===== src/rtl/low_mem_arbiter_pkg.sv =====
// low_mem_arbiter_pkg
//   Shared definitions for the lower-level memory arbiter: the grant state
//   encoding, the owner encoding used by the round-robin pointer, and the
//   ceiling-log2 helper that sizes the block-address field.
// Ports: none (package).
package low_mem_arbiter_pkg;

  // Grant state: nobody, the I-cache, or the D-cache owns the memory port.
  typedef enum logic [1:0] {
    ST_IDLE  = 2'd0,
    ST_GNT_I = 2'd1,
    ST_GNT_D = 2'd2
  } arb_state_e;

  // Encoding of the priority pointer: which cache completed most recently.
  localparam logic OWNER_I = 1'b0;
  localparam logic OWNER_D = 1'b1;

  // Ceiling log2, used for parameter arithmetic only.
  function automatic int log2(input int value);
    int result;
    int rem;
    result = 0;
    rem    = value - 1;
    while (rem > 0) begin
      result = result + 1;
      rem    = rem >> 1;
    end
    return result;
  endfunction

endpackage


===== src/rtl/low_mem_arbiter.sv =====
// low_mem_arbiter
//   Shares the single lower-level memory port between the I-cache and the
//   D-cache. One block transaction is granted at a time and held until the
//   memory pulses Rdy_Low; under contention the grant alternates between the
//   two caches with no idle cycle in between.
// Ports:
//   clk, rst            clock, asynchronous active-high reset
//   Req_I, A_I          I-cache read request and block address
//   Rdy_I, DO_I         I-cache completion strobe and fill data
//   Req_D, Wr_D, A_D    D-cache request, write-back flag, block address
//   DI_D                D-cache write-back data
//   Rdy_D, DO_D         D-cache completion strobe and fill data
//   Req_Low, Wr_Low     request / write flag to the lower level
//   A_Low, DO_Low       address / write data to the lower level
//   DI_Low, Rdy_Low     read data / completion pulse from the lower level
//   Err                 sticky protocol-error flag
module low_mem_arbiter
  import low_mem_arbiter_pkg::*;
#(
  parameter int BLOCK_SIZE  = 8,
  parameter int BLOCK_WIDTH = BLOCK_SIZE * 32,
  parameter int LOW_SIZE    = 2 + log2(BLOCK_SIZE)
) (
  input  logic                   clk,
  input  logic                   rst,
  input  logic                   Req_I,
  input  logic [31:LOW_SIZE]     A_I,
  output logic                   Rdy_I,
  output logic [BLOCK_WIDTH-1:0] DO_I,
  input  logic                   Req_D,
  input  logic                   Wr_D,
  input  logic [31:LOW_SIZE]     A_D,
  input  logic [BLOCK_WIDTH-1:0] DI_D,
  output logic                   Rdy_D,
  output logic [BLOCK_WIDTH-1:0] DO_D,
  output logic                   Req_Low,
  output logic                   Wr_Low,
  output logic [31:LOW_SIZE]     A_Low,
  output logic [BLOCK_WIDTH-1:0] DO_Low,
  input  logic [BLOCK_WIDTH-1:0] DI_Low,
  input  logic                   Rdy_Low,
  output logic                   Err
);

  arb_state_e state_q, state_d;
  logic       last_q, last_d;
  logic       err_q, err_d;

  // State register. The pointer resets to D so that the I-cache wins the
  // first tie after reset.
  always_ff @(posedge clk or posedge rst) begin
    if (rst) begin
      state_q <= ST_IDLE;
      last_q  <= OWNER_D;
      err_q   <= 1'b0;
    end else begin
      state_q <= state_d;
      last_q  <= last_d;
      err_q   <= err_d;
    end
  end

  // Next-state logic. A grant is held until Rdy_Low regardless of the
  // owner's request; an owner dropping its request early is flagged but is
  // not treated as an abort. On completion the owner's own request is
  // ignored, so a waiting peer is served next without a bubble.
  always_comb begin
    state_d = state_q;
    last_d  = last_q;
    err_d   = err_q;
    case (state_q)
      ST_IDLE: begin
        if (Rdy_Low) begin
          err_d = 1'b1;
        end
        if (Req_I && Req_D) begin
          state_d = (last_q == OWNER_I) ? ST_GNT_D : ST_GNT_I;
        end else if (Req_I) begin
          state_d = ST_GNT_I;
        end else if (Req_D) begin
          state_d = ST_GNT_D;
        end
      end
      ST_GNT_I: begin
        if (Rdy_Low) begin
          last_d  = OWNER_I;
          state_d = Req_D ? ST_GNT_D : ST_IDLE;
        end else if (!Req_I) begin
          err_d = 1'b1;
        end
      end
      ST_GNT_D: begin
        if (Rdy_Low) begin
          last_d  = OWNER_D;
          state_d = Req_I ? ST_GNT_I : ST_IDLE;
        end else if (!Req_D) begin
          err_d = 1'b1;
        end
      end
      default: begin
        state_d = ST_IDLE;
      end
    endcase
  end

  // Output muxing. The I-cache only ever reads, so its grant drives a zero
  // write flag and zero write data.
  always_comb begin
    Req_Low = 1'b0;
    Wr_Low  = 1'b0;
    A_Low   = '0;
    DO_Low  = '0;
    Rdy_I   = 1'b0;
    Rdy_D   = 1'b0;
    case (state_q)
      ST_GNT_I: begin
        Req_Low = 1'b1;
        A_Low   = A_I;
        Rdy_I   = Rdy_Low;
      end
      ST_GNT_D: begin
        Req_Low = 1'b1;
        Wr_Low  = Wr_D;
        A_Low   = A_D;
        DO_Low  = DI_D;
        Rdy_D   = Rdy_Low;
      end
      default: begin
      end
    endcase
  end

  // Fill data is broadcast to both caches; only the Rdy strobe marks it valid.
  assign DO_I = DI_Low;
  assign DO_D = DI_Low;
  assign Err  = err_q;

endmodule

===== config.mk =====
export PLATFORM = sky130hd
export DESIGN_NAME = low_mem_arbiter
export DESIGN_NICKNAME = d
export VERILOG_FILES = /design/src/rtl/low_mem_arbiter_pkg.sv /design/src/rtl/low_mem_arbiter.sv
export SDC_FILE = /design/constraint.sdc
export NUM_CORES = 1
export LEC_CHECK = 0
export BUFFER_PORTS_ARGS = -buffer_cell sky130_fd_sc_hd__clkbuf_2
export CAP_MARGIN = 20
export CORE_AREA = 2 2 534 536
export DETAILED_ROUTE_END_ITERATION = 12
export DIE_AREA = 0 0 536 538
export GPL_ROUTABILITY_DRIVEN = 0
export SLEW_MARGIN = 10
export SYNTH_ARGS = -nofsm -noshare
export SYNTH_HDL_FRONTEND = slang
export SYNTH_SLANG_ARGS = --single-unit

===== constraint.sdc =====
create_clock -name clk -period 4.2 [get_ports clk]
set_input_delay 0.42 -clock clk [delete_from_list [all_inputs] [get_ports clk]]
set_output_delay 0.42 -clock clk [all_outputs]
set_load 0.01 [all_outputs]

## After elaboration in Yosys (flattened, before gate mapping)

Index checks and enable logic that the tools add are counted.

- Word-level logic and storage cells: 44
- Output and inout port bits: 800
- Bits of input ports: 572
- Bits in registers: 4

- Reductions and logical operators: 8
- Muxes and demuxes: 23
- Equal/unequal tests: 10

Operators by type and width:

| kind | count |
|---|---|
| $mux 256 | 1 |
| $pmux 27 s2 | 1 |
| $mux 2 | 7 |
| $ne 2x2->1 const B | 7 |
| $mux 1 | 11 |
| $pmux 2 s3 | 1 |
| $reduce_and 3->1 | 2 |
| $reduce_and 6->1 | 1 |
| $ne 4x4->1 const B | 1 |
| $pmux 1 s3 | 1 |
| $reduce_bool 3->1 | 1 |
| $eq 2x1->1 const B | 1 |
| $eq 2x2->1 const B | 1 |
| $logic_not 2->1 | 1 |
| $pmux 1 s2 | 1 |
| $reduce_bool 2->1 | 1 |
| $reduce_or 2->1 | 1 |
| $logic_and 1x1->1 | 1 |

## Longest topological paths before layout

Gate-level depths: netlist of run 1.

- Depth in word-level cells: 4
- Gate-level depth with buffers: 6
- Mapped depth without buffers: 5

## Worst setup path after synthesis of run 1

Ideal clock, no wire load.

- Path kind: register to output
- From: reg state_q[0]
- To: out A_Low[10] (netlist name)
- Path buffers: 1
- Stages on the path, launching flop included: 5
- Path slack: 2.440 ns
- Arrival time: 1.340 ns
- Cell sequence: dfrtp_1 > inv_1 > ha_1 > clkbuf_1 > nor2b_1

- Longest elaborated chain between the ends: 2

RTL lines:

| what | RTL line | source |
|---|---|---|
| from (decl) | low_mem_arbiter.sv:45 | `arb_state_e state_q, state_d;` |
| from (signal assigned) | low_mem_arbiter.sv:57 | `state_q <= state_d;` |
| $eq 2x2->1 or $eq 2x1->1 (tied branches) | low_mem_arbiter.sv:115 | `case (state_q)` |
| $pmux 27 s2 * | low_mem_arbiter.sv:115 |  |
| to (decl) | low_mem_arbiter.sv:38 | `output logic [31:LOW_SIZE] A_Low,` |

Every way passes the cells marked *; elsewhere a longest branch is shown, timed or not.

## Worst setup path after layout of run 1

- From: reg state_q[0]
- To: out DO_Low[45]

- Longest elaborated chain between the ends: 2

RTL lines:

| what | RTL line | source |
|---|---|---|
| $eq 2x2->1 | low_mem_arbiter.sv:115 |  |
| $mux 256 | low_mem_arbiter.sv:115 |  |
| to (decl) | low_mem_arbiter.sv:39 | `output logic [BLOCK_WIDTH-1:0] DO_Low,` |

Every way passes these cells.

==> impl_metrics.env, run 1 <==
export IMPL_leakagePower_nw=3.64
export IMPL_cp_start_kind="flip-flop"
export IMPL_synth_area_leaders="buf_4 61%, and2_1 26%, a22oi_1 3.2%"
export IMPL_die_x_um=536
export IMPL_fin_tns_setup_ps=0
export IMPL_drc=0
export IMPL_clock_path_buffers=2
export IMPL_finalNetCount=1531
export IMPL_finalHoldViolations=0
export IMPL_placed_area_um2=10100
export IMPL_drt_iter0_markers=684
export IMPL_worst_slew_pin_slew_ps=1090
export IMPL_clk_pin_slew_ps=30
export IMPL_synth_cells=891
export IMPL_clk_latency_ps=230
export IMPL_slew_violations=0
export IMPL_hold_slack_ps=48.9
export IMPL_powerDensity_nw_per_um2=308
export IMPL_worstPathRequired_ps=3780
export IMPL_routed_wl_um=142000
export IMPL_synth_seq_area_share_pct=1.60
export IMPL_syn_avg_cell_area_um2=7.11
export IMPL_post_cts_buffers=0
export IMPL_grt_use_met3_pct=12.1
export IMPL_final_common_cell="clkbuf_2"
export IMPL_wl_per_cell_um=30.0
export IMPL_final_cell_mix="603 x clkbuf_2, 259 x and2_1, 27 x a22oi_1, 27 x nor2b_1, 5 x ha_1"
export IMPL_port_buffers=603
export IMPL_crit_path_end_kind="output port"
export IMPL_status="completed"
export IMPL_grt_busiest_layer="met2"
export IMPL_setup_violations=0
export IMPL_arrival_ps=2440
export IMPL_dr_pass1_iters=8
export IMPL_dieArea_um2=288000
export IMPL_core_area_um2=283000
export IMPL_period_share_pct=68.2
export IMPL_ys_warn_count=0
export IMPL_cap_violations=0
export IMPL_peakVddDrop_mv=0.161
export IMPL_rows=196
export IMPL_critPathKind="flip-flop to output port"
export IMPL_syn2layout_area_growth_pct=60.9
export IMPL_hp_class="input port to asynchronous set/reset pin"
export IMPL_antenna_found_initial=128
export IMPL_synth_top_area_cell="buf_4"
export IMPL_design_area_um2=10200
export IMPL_cts_buffers=3
export IMPL_drtAntennaViolNets=0
export IMPL_rsz0062_at_grt="no"
export IMPL_cts_tree="built"
export IMPL_use_met1_pct=7.10
export IMPL_pin_count=1372
export IMPL_relSlewSlack_pct=27.6
export IMPL_hpwl_um=135000
export IMPL_grt_pass1_vias=5746
export IMPL_met2_usage_pct=12.4
export IMPL_grt_util_all_layers_pct=9.22
export IMPL_fin_crit_ps=2860
export IMPL_syn_area_um2=6340
export IMPL_gr_total_overflow=0
export IMPL_drive_gt1_share_pct=64.4
export IMPL_synth_cell_types=24
export IMPL_cts_htree_levels=1
export IMPL_fin_ws_ps=1340
export IMPL_dieHeight_um=538
export IMPL_synth_seq_cells=4
export IMPL_grt_pass1_wl_um=152000
export IMPL_cp_max_fo=43
export IMPL_syn_nets=1469
export IMPL_dp_slack_ps=1430
export IMPL_drt_vias_per_instance=1.45
export IMPL_clock_sinks=4
export IMPL_grt_max_degree=132
export IMPL_vias=6862
export IMPL_cts_hold_fix_buffers=0
export IMPL_cts_root_buf="clkbuf_16"
export IMPL_fin_worst_skew_ps=3.54
export IMPL_synth_top_area_share_pct=60.9
export IMPL_max_freq_mhz=349
export IMPL_start_util_pct=2.24
export IMPL_cts_resized=0
==> cell usage after synthesis (all sizes together) <==
cell     instances
a21oi            1
inv              3
o2bb2ai          1
nand2            1
o21ba            1
clkbuf          29
dfrtp            3
dfstp            1
a32o             2
a31o             1
nor2             2
nor2b           27
mux2i            1
a21o             2
buf            520
nand2b           1
o21ai            2
ha               6
mux2             1
a22oi           27
and2           259
==> power breakdown <==
group	internal (W)	leakage, nW	switching (W)
logic	0.000998	3.56	0.00192
registers	0.0000550	0.0448	0.0000153
clock network	0.000125	0.0383	0.0000278
==> area by class of cell <==
type	instances	area [um2]
diodes	19	47.5
clock buffers	4	78.8
fillers	33800	273000
inverters	3	11.3
multi-input cells	335	2200
flip-flops and latches	4	101
well taps	3762	4710
repair buffers	606	3050
==> final timing paths <==
kind                            start    endpoint  slack (ps)  depth (start not counted)
setup / recovery           state_q[0]  DO_Low[45]        1340                          5
hold / removal                    rst  state_q[0]          50                          2
setup reg to reg           state_q[1]  state_q[1]        1990                          5
hold reg to reg                   Err         Err         470                          1
max in group asynchronous         rst      last_q        3920                          2
min in group clk                  Err         Err         470                          1
==> logic make-up (layout without fill, tap and decap cells) <==
logic type | count (synthesis) | count (layout) | synth area share [%]
flip-flops | 4 | 4 | 1.60
other | 0 | 19 | 0
buffers and inverters | 552 | 613 | 63.9
AO/OA/AOI/OAI | 37 | 37 | 4.42
AND/OR/NAND/NOR | 290 | 290 | 28.5
multiplexers | 2 | 2 | 0.336
adder cells (fa/ha/maj) | 6 | 6 | 1.18
==> critical path, stage by stage, from the launching register on <==
cell and delay, ps:
dfrtp_1 420, inv_1 170, ha_4 460, buf_4 530
and2_1 320, clkbuf_2 210
==> per-stage QoR <==
stage	total power (W)	std cells	util, %
after floorplan	0.00189	891	-
after global placement	0.00294	4710	3.55
after global routing	0.00335	4715	3.58
after CTS	0.00312	4714	3.58
after detailed placement	0.00296	4710	3.55
final	0.00314	4733	3.60
==> state kept, by name, indices dropped and copies added, names as in the netlist <==
name / flops
state_q: 2
last_q: 1
Err: 1
==> layer usage <==
| metal | wire length, um | vias up | part of all wire [%] |
|---|---|---|---|
| met5 | 163 | - | 0.11 |
| met1 | 36700 | 2678 | 26 |
| li1 | - | 2344 | - |
| met2 | 52900 | 1151 | 37 |
| met4 | 11200 | 10 | 7.9 |
| met3 | 40900 | 679 | 29 |
Power figures use the tool's default switching activity.
==> run 2, diff against run 1 <==
--- a/config.mk
+++ b/config.mk
@@ -7,9 +7,9 @@
 export LEC_CHECK = 0
 export BUFFER_PORTS_ARGS = -buffer_cell sky130_fd_sc_hd__clkbuf_2
 export CAP_MARGIN = 20
-export CORE_AREA = 2 2 534 536
+export CORE_AREA = 2 2 538 540
 export DETAILED_ROUTE_END_ITERATION = 12
-export DIE_AREA = 0 0 536 538
+export DIE_AREA = 0 0 540 542
 export GPL_ROUTABILITY_DRIVEN = 0
 export SLEW_MARGIN = 10
 export SYNTH_ARGS = -nofsm -noshare
==> constraint.sdc (replaced) <==
create_clock -name clk -period 2.77 [get_ports clk]
set_input_delay 0.277 -clock clk [delete_from_list [all_inputs] [get_ports clk]]
set_output_delay 0.277 -clock clk [all_outputs]
set_load 0.01 [all_outputs]
==> run 2 against run 1 <==
Effect of this change: via count decreased by 1.7%; critical path depth unchanged; non-clock buffer count increased by 4; clock skew increased by 0.68 ps; cell count increased by 0.13%; global-route usage about the same; design area increased by 0.38%; die area increased by 1.5%; combinational power increased by 59%; register-to-register slack got worse by 1300 ps; first-iteration DRC count decreased by 19%; wire length increased by 0.30%; largest cell class unchanged; highest routed layer unchanged.
==> impl_metrics.env, run 2 (synthesis results as in run 1) <==
export IMPL_status="completed"
export IMPL_largest_register="state_q"
export IMPL_swShare_pct=63.2
export IMPL_clk_latency_ps=230
export IMPL_cts_buffers=3
export IMPL_drt_iter0_markers=555
export IMPL_cp_max_fo=89
export IMPL_period_share_pct=86.2
export IMPL_final_common_cell="clkbuf_2"
export IMPL_drc=0
export IMPL_grt_pass1_vias=6190
export IMPL_cts_htree_levels=1
export IMPL_crit_path_end_kind="output port"
export IMPL_grt_pass1_wl_um=157000
export IMPL_fin_crit_ps=2390
export IMPL_drtAntennaViolNets=0
export IMPL_dieHeight_um=542
export IMPL_hp_class="input port to flip-flop"
export IMPL_crit_start="state_q[0]"
export IMPL_rows=197
export IMPL_fin_tns_setup_ps=0
export IMPL_r2r_start="state_q[1]"
export IMPL_cts_tree="built"
export IMPL_routed_wl_um=142000
export IMPL_seqPwrFrac_pct=2.1
export IMPL_setup_violations=0
export IMPL_cap_violations=0
export IMPL_drt_vias_per_instance=1.42
export IMPL_dr_pass1_iters=5
export IMPL_die_x_um=540
export IMPL_wl_per_cell_um=30.0
export IMPL_reg2reg_slack_ps=730
export IMPL_slew_violations=0
export IMPL_r2r_end="state_q[0]"
export IMPL_peakVddDrop_mv=0.253
export IMPL_hpwl_um=137000
export IMPL_port_buffers=603
export IMPL_start_util_pct=2.21
export IMPL_switchingPower_w=0.00314
export IMPL_finalNetCount=1535
export IMPL_final_cell_mix="603 x clkbuf_2, 259 x and2_1, 27 x a22oi_1, 27 x nor2b_1, 5 x ha_1"
export IMPL_syn2layout_area_growth_pct=61.5
export IMPL_worst_slew_pin_slew_ps=689
export IMPL_clk_pin_slew_ps=30
export IMPL_arrival_ps=2110
export IMPL_pwr_share_clk_pct=4.6
export IMPL_clock_path_buffers=2
export IMPL_vias=6747
export IMPL_cts_resized=0
export IMPL_fillers=34300
export IMPL_max_freq_mhz=419
export IMPL_setup_worst_path_end="DO_Low[149]"
export IMPL_internal_power_w=0.00183
export IMPL_gr_total_overflow=0
export IMPL_reg2reg_depth=6
export IMPL_dieArea_um2=293000
export IMPL_pin_count=1372
export IMPL_rsz0062_at_grt="no"
export IMPL_finalHoldViolations=0
export IMPL_cp_start_kind="flip-flop"
export IMPL_final_core_util_pct=3.57
export IMPL_cts_root_buf="clkbuf_16"
export IMPL_combPwrFrac_pct=93.2
export IMPL_powerDensity_nw_per_um2=486
export IMPL_grt_max_degree=90
export IMPL_core_area_um2=287000
export IMPL_clock_sinks=4
export IMPL_drive_gt1_share_pct=64.4
export IMPL_fin_worst_skew_ps=4.22
export IMPL_relSlewSlack_pct=54.1
export IMPL_leakagePower_nw=3.67
export IMPL_worstPathRequired_ps=2490
export IMPL_grt_util_all_layers_pct=9.22
export IMPL_antenna_found_initial=120
export IMPL_critPathKind="flip-flop to output port"
export IMPL_largest_reg_flops=2
## run 2: cell types whose count changed in the layout (fill, tap and decap cells not counted)
cell / previous run / this run
buf_12: 1 / 3
dlygate4sd3_1: 0 / 1
diode_2: 19 / 2
buf_4: 2 / 3
## run 2: what timing repair did
| action | in CTS | in global routing |
|---|---|---|
| endpoints found under the hold margin | 3 | 0 |
| setup buffers | 0 | 0 |
| setup endpoints to repair | 0 | 0 |
| hold buffers | 1 | 0 |
## run 2: layer usage
layer	up-vias	track usage [%]	wire length, um
li1	2330	-	-
met1	2613	6.69	34700
met3	646	11.8	40300
met2	1148	13.6	57800
met4	10	4.28	9380
met5	-	0.148	109
## run 2: cell type report
| type | count | area [um2] | share of cell area (%) |
|---|---|---|---|
| sequential | 4 | 101 | 0.990 |
| timing repair buffer | 610 | 3110 | 30.4 |
| multi-input combinational | 335 | 2200 | 21.5 |
| clock buffer | 4 | 78.8 | 0.770 |
| antenna | 2 | 5.00 | 0.0489 |
| tap | 3781 | 4730 | 46.2 |
| inverter | 3 | 11.3 | 0.110 |
## run 2: worst min path at each step
stage,start,cells after the start,endpoint,slack (ps)
finish,Req_D,2,state_q[1],370
global placement,rst,2,Err,150
global route,Req_I,2,state_q[0],390
detailed placement,rst,2,Err,150
floorplan,rst,1,Err,40
CTS,Req_D,2,state_q[1],370
## run 2: power groups by stage
| stage | combinational [W] | clock (W) | sequential, W |
|---|---|---|---|
| global placement | 0.00457 | 0 | 0.000108 |
| CTS | 0.00458 | 0.000234 | 0.000106 |
| detailed placement | 0.00457 | 0 | 0.000107 |
| finish | 0.00464 | 0.000231 | 0.000107 |
| global route | 0.00490 | 0.000236 | 0.000111 |
| floorplan | 0.00277 | 0 | 0.0000994 |
## run 2: critical path: stages, from the launching register on
cell and delay [ps]:
dfrtp_1 420, inv_1 170, ha_4 380, buf_12 310
and2_1 340, clkbuf_2 200
## run 2: through the flow
stage	power [W]	hold WS, ps	area [um2]	setup WS, ps	instances
3_5_place_dp	0.00468	148	10100	580	4732
2_1_floorplan	0.00287	42.4	6340	1150	891
3_3_place_gp	0.00467	147	10100	556	4732
4_1_cts	0.00492	368	10200	338	4737
6_report	0.00498	366	10200	382	4739
5_1_grt	0.00525	392	10200	257	4737
==> run 3, diff against run 2 <==
==> constraint.sdc (replaced) <==
create_clock -name clk -period 2.77 [get_ports clk]
set_input_delay 0.554 -clock clk [delete_from_list [all_inputs] [get_ports clk]]
set_output_delay 0.554 -clock clk [all_outputs]
set_load 0.01 [all_outputs]
==> run 3 against run 2 <==
Effect of this change: combinational power is 10% higher; register-to-register slack better by 300 ps; non-clock buffer count stayed put; via count is 0.36% higher; cell count is 0.27% higher; critical path type unchanged; largest power group unchanged; highest routed layer unchanged.
==> impl_metrics.env, run 3 (synthesis results as in run 1) <==
export IMPL_drive_gt1_share_pct=65.0
export IMPL_period_share_pct=96.7
export IMPL_start_util_pct=2.21
export IMPL_final_core_util_pct=3.79
export IMPL_clock_path_buffers=2
export IMPL_grt_max_degree=104
export IMPL_final_cell_mix="563 x clkbuf_2, 255 x and2_1, 41 x buf_12, 27 x a22oi_1, 27 x nor2b_1"
export IMPL_post_cts_buffers=0
export IMPL_port_buffers=603
export IMPL_rows=197
export IMPL_clk_latency_ps=220
export IMPL_cp_start_kind="flip-flop"
export IMPL_syn2layout_area_growth_pct=71.5
export IMPL_finalNetCount=1535
export IMPL_hpwl_um=137000
export IMPL_clock_sinks=4
export IMPL_grt_pass1_vias=6103
export IMPL_fin_worst_skew_ps=3.71
export IMPL_final_cell_count_no_fill=4752
export IMPL_clk_pin_slew_ps=30
export IMPL_grt_util_all_layers_pct=9.23
export IMPL_design_area_um2=10900
export IMPL_final_common_cell="clkbuf_2"
export IMPL_cts_htree_levels=1
export IMPL_vias=6771
export IMPL_gr_total_overflow=0
export IMPL_dieArea_um2=293000
export IMPL_max_freq_mhz=374
export IMPL_setup_violations=0
export IMPL_hp_class="input port to asynchronous set/reset pin"
export IMPL_powerDensity_nw_per_um2=502
export IMPL_dieHeight_um=542
export IMPL_routed_wl_um=143000
export IMPL_crit_path_end_kind="output port"
export IMPL_status="completed"
export IMPL_core_area_um2=287000
export IMPL_power_total_w=0.00546
export IMPL_cp_max_fo=103
export IMPL_peakVddDrop_mv=0.355
export IMPL_relSlewSlack_pct=64.4
export IMPL_placedCellCount=4733
export IMPL_placed_area_um2=10700
export IMPL_slew_violations=0
export IMPL_wl_per_cell_um=30.0
export IMPL_antenna_found_initial=122
export IMPL_cap_violations=0
export IMPL_largest_register="state_q"
export IMPL_leakagePower_nw=3.83
export IMPL_drc=0
export IMPL_worstPathRequired_ps=2220
export IMPL_dr_pass1_iters=6
export IMPL_fin_crit_ps=2680
export IMPL_worst_slew_pin_slew_ps=534
export IMPL_finalHoldViolations=0
export IMPL_pin_count=1372
export IMPL_critPathKind="flip-flop to output port"
export IMPL_rsz0062_at_grt="no"
export IMPL_cts_buffers=3
export IMPL_largest_reg_flops=2
export IMPL_die_x_um=540
export IMPL_cts_root_buf="clkbuf_16"
export IMPL_fin_tns_setup_ps=0
export IMPL_grt_pass1_wl_um=156000
export IMPL_drtAntennaViolNets=0
export IMPL_cts_tree="built"
export IMPL_arrival_ps=2120
export IMPL_drt_vias_per_instance=1.42
export IMPL_drt_iter0_markers=636
==> run 3: changes by cell type in the layout (fill, tap and decap cells not counted), sizes merged <==
cell | before | now
buf | 6 | 47
clkbuf | 607 | 567
dlygate4sd3 | 1 | 0
diode | 2 | 15
==> run 3: stage by stage <==
stage	hold slack, ps	setup slack [ps]
3_3_place_gp	420	30.7
3_5_place_dp	424	46.1
4_1_cts	195	20.1
6_report	190	92.8
2_1_floorplan	319	876
5_1_grt	201	1.90
==> run 3: final cells by class <==
cell class / instances / area (um2)
well taps: 3781 / 4730
clock buffers: 4 / 78.8
multi-input cells: 335 / 2200
diodes: 15 / 37.5
flip-flops and latches: 4 / 101
repair buffers: 610 / 3710
inverters: 3 / 11.3
fillers: 34300 / 276000
==> run 3: final timing paths <==
| check | depth (start not counted) | to | slack, ps | from |
|---|---|---|---|---|
| worst max-delay path | 5 | DO_Low[26] | 90 | state_q[0] |
| worst min-delay path | 2 | state_q[0] | 190 | rst |
| worst max register to register | 6 | state_q[1] | 1030 | state_q[1] |
| worst min register to register | 1 | Err | 470 | Err |
| max in group asynchronous | 2 | last_q | 2360 | rst |
| min in group clk | 1 | Err | 470 | Err |
==> run 3: timing repair <==
item / 4_1_cts / 5_1_grt
gates resized for setup: 3 / 5
hold buffers: 0 / 0
endpoints found under the setup margin: 2 / 20
==> run 3: power by group <==
part / switching, W / total (W) / leakage [nW] / internal, W
logic: 0.00316 / 0.00512 / 3.74 / 0.00195
clock network: 0.0000393 / 0.000229 / 0.0382 / 0.000190
registers: 0.0000245 / 0.000108 / 0.0448 / 0.0000833
==> run 3: critical path, cell delays in order (launching register included) <==
cell,delay [ps]
dfrtp_1,420
inv_1,160
ha_4,350
buf_16,330
and2_1,250
clkbuf_2,190
==> run 3: per-layer routing <==
layer / track usage (%) / part of all wire (%) / wire length [um] / vias up
met4: 4.00 / 6.2 / 8910 / 4
li1: - / - / - / 2347
met1: 6.62 / 24 / 34000 / 2594
met2: 13.8 / 41 / 58600 / 1192
met5: 0.526 / 0.19 / 267 / -
met3: 11.9 / 29 / 41000 / 634
